$ cat src/rtl/bit_reverse_mapper.sv
// Registered bit-reversal permutation of a packed word vector: out[i] = in[rev(i)].
// The permutation is pure wiring; only the output vector and its valid flag are stored.
module bit_reverse_mapper #(
  parameter int N = 3,
  parameter int W = 32,
  localparam int SIZE = 2 ** N
) (
  input  logic                    clk,
  input  logic                    rst,
  input  logic                    in_valid,
  input  logic [SIZE-1:0][W-1:0]  in,
  output logic                    out_valid,
  output logic [SIZE-1:0][W-1:0]  out
);

  // Evaluated only on genvar arguments, so every source index is an elaboration constant.
  function automatic int unsigned rev(input int unsigned idx);
    int unsigned r;
    r = '0;
    for (int unsigned k = 0; k < N; k++) begin
      if (idx[k]) r[N-1-k] = 1'b1;
    end
    return r;
  endfunction

  logic [SIZE-1:0][W-1:0] mapped;

  for (genvar i = 0; i < SIZE; i++) begin : g_map
    localparam int unsigned SRC = rev(i);
    assign mapped[i] = in[SRC];
  end

  always_ff @(posedge clk or posedge rst) begin
    if (rst) begin
      out       <= '0;
      out_valid <= 1'b0;
    end else begin
      out_valid <= in_valid;
      if (in_valid) out <= mapped;
    end
  end

endmodule

$ cat config.mk
export PLATFORM = sky130hd
export DESIGN_NAME = bit_reverse_mapper
export DESIGN_NICKNAME = d
export VERILOG_FILES = /design/src/rtl/bit_reverse_mapper.sv
export SDC_FILE = /design/constraint.sdc
export NUM_CORES = 1
export LEC_CHECK = 0
export ABC_AREA = 1
export ABC_CLOCK_PERIOD_IN_PS = 20400
export BUFFER_PORTS_ARGS = -buffer_cell sky130_fd_sc_hd__buf_2
export CAP_MARGIN = 10
export CORE_AREA = 10 10 190 192
export CTS_BUF_LIST = sky130_fd_sc_hd__clkbuf_8 sky130_fd_sc_hd__clkbuf_16
export DETAILED_ROUTE_END_ITERATION = 8
export DIE_AREA = 0 0 200 202
export GPL_TIMING_DRIVEN = 0
export HOLD_SLACK_MARGIN = 0.1
export PLACE_DENSITY = 0.56
export SETUP_SLACK_MARGIN = 0.5
export SLEW_MARGIN = 20
export SYNTH_ARGS = -nofsm -noshare
export SYNTH_HDL_FRONTEND = slang
export SYNTH_SLANG_ARGS = --single-unit
$ cat constraint.sdc
create_clock -name clk -period 20.4 [get_ports clk]
set_input_delay 3.06 -clock clk [delete_from_list [all_inputs] [get_ports clk]]
set_output_delay 3.06 -clock clk [all_outputs]
set_load 0.03 [all_outputs]
==> flow_summary_export.csv <==
group,metric,value,unit
run_status,status,"complete, no violations",
setup_path,path_max_fanout,2,
timing,worstMarginPinSlew,684.8,ps
timing,finalSetupViolations,0,
synth,synth_largest_area_cell,"dfrtp_1",
setup_path,crit_family,"flip-flops",
place,dp.cells,2043,
synth,synth_fp_nets,1343,
timing,timing.hold.ws,461.8,ps
timing,clock_skew,0,ps
cts,clk_pin_slew,60,ps
layout,layout.cells.non_filler,2097,
setup_path,path_cells,"buf_2",
global_route,grt_pass1_wl,56.57,mm
timing,slew_headroom,54.34,%
synth,synth_seq_area_share,65.99,%
synth,yosysTopAreaCellShare,65.99,%
job,cap_violations,0,
power_and_ir_drop,p_total,1343,uW
place,gp_congestion,0.8590,
cts,clockRootBuffer,"clkbuf_16",
route,drc,0,
synth,yosysWarnings,0,
floorplanning,core,32290,um2
synth,synth.distinct_cells,7,
global_route,grt-ovfl-total,0,
place,dp_hpwl,29.98,mm
setup_path,slowest_delay,350,ps
layout,final_area,13860,um2
setup_path,slowest_stage,"dfrtp_1",
synth,postSynthCellCount,1084,
cts,cts-resized-gates,0,
route,antenna_left,0,
cts,clockBufferDepth,3,
power_and_ir_drop,ir_drop,0.06316,mV
layout,drive_above_1_share,37.35,%
cts,clock_sinks,257,
setup_path,startpoint_type,"register",
cts,clkLatencyLatePin,540,ps
setup_path,path_buf_inv,1,
layout,layout_common_cells,"nand2_1 (768), buf_2 (537), dfrtp_1 (257), clkbuf_16 (29), buf_4 (22)",
timing,period_share,20.68,%
global_route,first_global_vias,9344,
synth,synth.area.top_cells,"dfrtp_1 (66%), nand2_1 (30%), buf_4 (1.7%)",
cts,cts_setup_buffers,0,
power_and_ir_drop,power_density,96.89,nW/um2
timing,setup_tns,0,ps
timing,maxSlewViolCount,0,
layout,final_common_cell,"nand2_1",
cts,ctsHoldBuffers,0,
setup_path,arrival,1160,ps
timing,max_freq,237.0,MHz
hold_path,hold_class,"reg2reg",
place,io_buffers,515,
floorplanning,ios,516,
route,drtPass1Iterations,7,
route,vias,8905,
setup_path,required,17340,ps
timing,period_needed,4220,ps
setup_path,critical_path_class,"reg2out",
route,via_per_inst,4.247,
synth,ys_ff_latch,257,
synth,synth_area,9746,um2
global_route,antenna_found_initial,12,
layout,area_growth_syn_to_layout,42.23,%
timing,hold_violations,0,
route,routed_wirelength,37.81,mm
cts,cts_made_buffers,29,
cts,htreeDepth,1,
floorplanning,die_w,200,um
global_route,grt_usage,17.92,%
floorplanning,die_area,40400,um2
route,drt_iter0_drc,314,
synth,synth.avg_cell_area,8.990,um2
timing,rsz0062_at_grt,"false",
setup_path,cp-end-kind,"output port",
global_route,grt_max_degree,98,
place,dpl-instance-area,12940,um2
route,wl_per_cell,18.03,um
floorplanning,initial_core_util,30.18,%
layout,final_nets,1891,
floorplanning,fp.dieH,202,um
floorplanning,row_count,66,
power_and_ir_drop,leakage,0.008262,uW
cts,cts_tree,"built",
per-stage QoR:
stage / worst slack, ps / util (%)
floorplan: 10270 / -
global placement: 6864 / 39.88
detailed placement: 15810 / 40.07
CTS: 16140 / 42.90
global route: 16120 / 42.91
finish: 16180 / 42.93
final timing paths:
check / depth (start not counted) / slack (ps) / start / endpoint
max: 1 / 16180 / out[62] / out[62]
min: 2 / 460 / out[127] / out[127]
max reg2reg: 2 / 19760 / out[194] / out[194]
min reg2reg: 2 / 460 / out[127] / out[127]
max in group asynchronous: 4 / 16450 / rst / out[239]
min in group asynchronous: 2 / 2630 / rst / out[82]
logic make-up after synthesis:
logic type             Yosys count  synth area share [%]
and+or+nand+nor                768                 29.58
buffers and inverters           59                 4.429
DFF                            257                 65.99
Yosys cell counts:
master   count
inv_1        1
buf_2       22
nand2_1    768
buf_4       22
dfrtp_1    257
buf_6       13
inv_4        1
report_power, final:
group | total [uW] | internal [uW] | leakage [uW] | switching (uW)
Sequential | 578 | 555 | 0.00313 | 23.3
Clock | 504 | 295 | 0.000488 | 209
Combinational | 260 | 76.1 | 0.00464 | 184
final cells by class:
type | instances | area (um2)
fillers | 3360 | 18430
clock buffers | 33 | 780.7
diodes | 3 | 7.507
multi-input cells | 768 | 2883
inverters | 2 | 17.52
flip-flops and latches | 257 | 6431
well taps | 442 | 553.0
repair buffers | 517 | 2633
clock inverters | 18 | 133.9
plain buffers | 57 | 421.7
registers in the layout, summed over array words and instances (netlist names):
name	count
out	256
out_valid	1
layer usage:
layer  vias to the layer above  GRT usage (%)  wire length, um
met4                        18          4.842              896
li1                       4355              -                -
met1                      4070          19.56            13770
met5                         -              0              123
met2                       390          30.21            17930
met3                        72          8.772             5093
(Power assumes the default switching activity.)
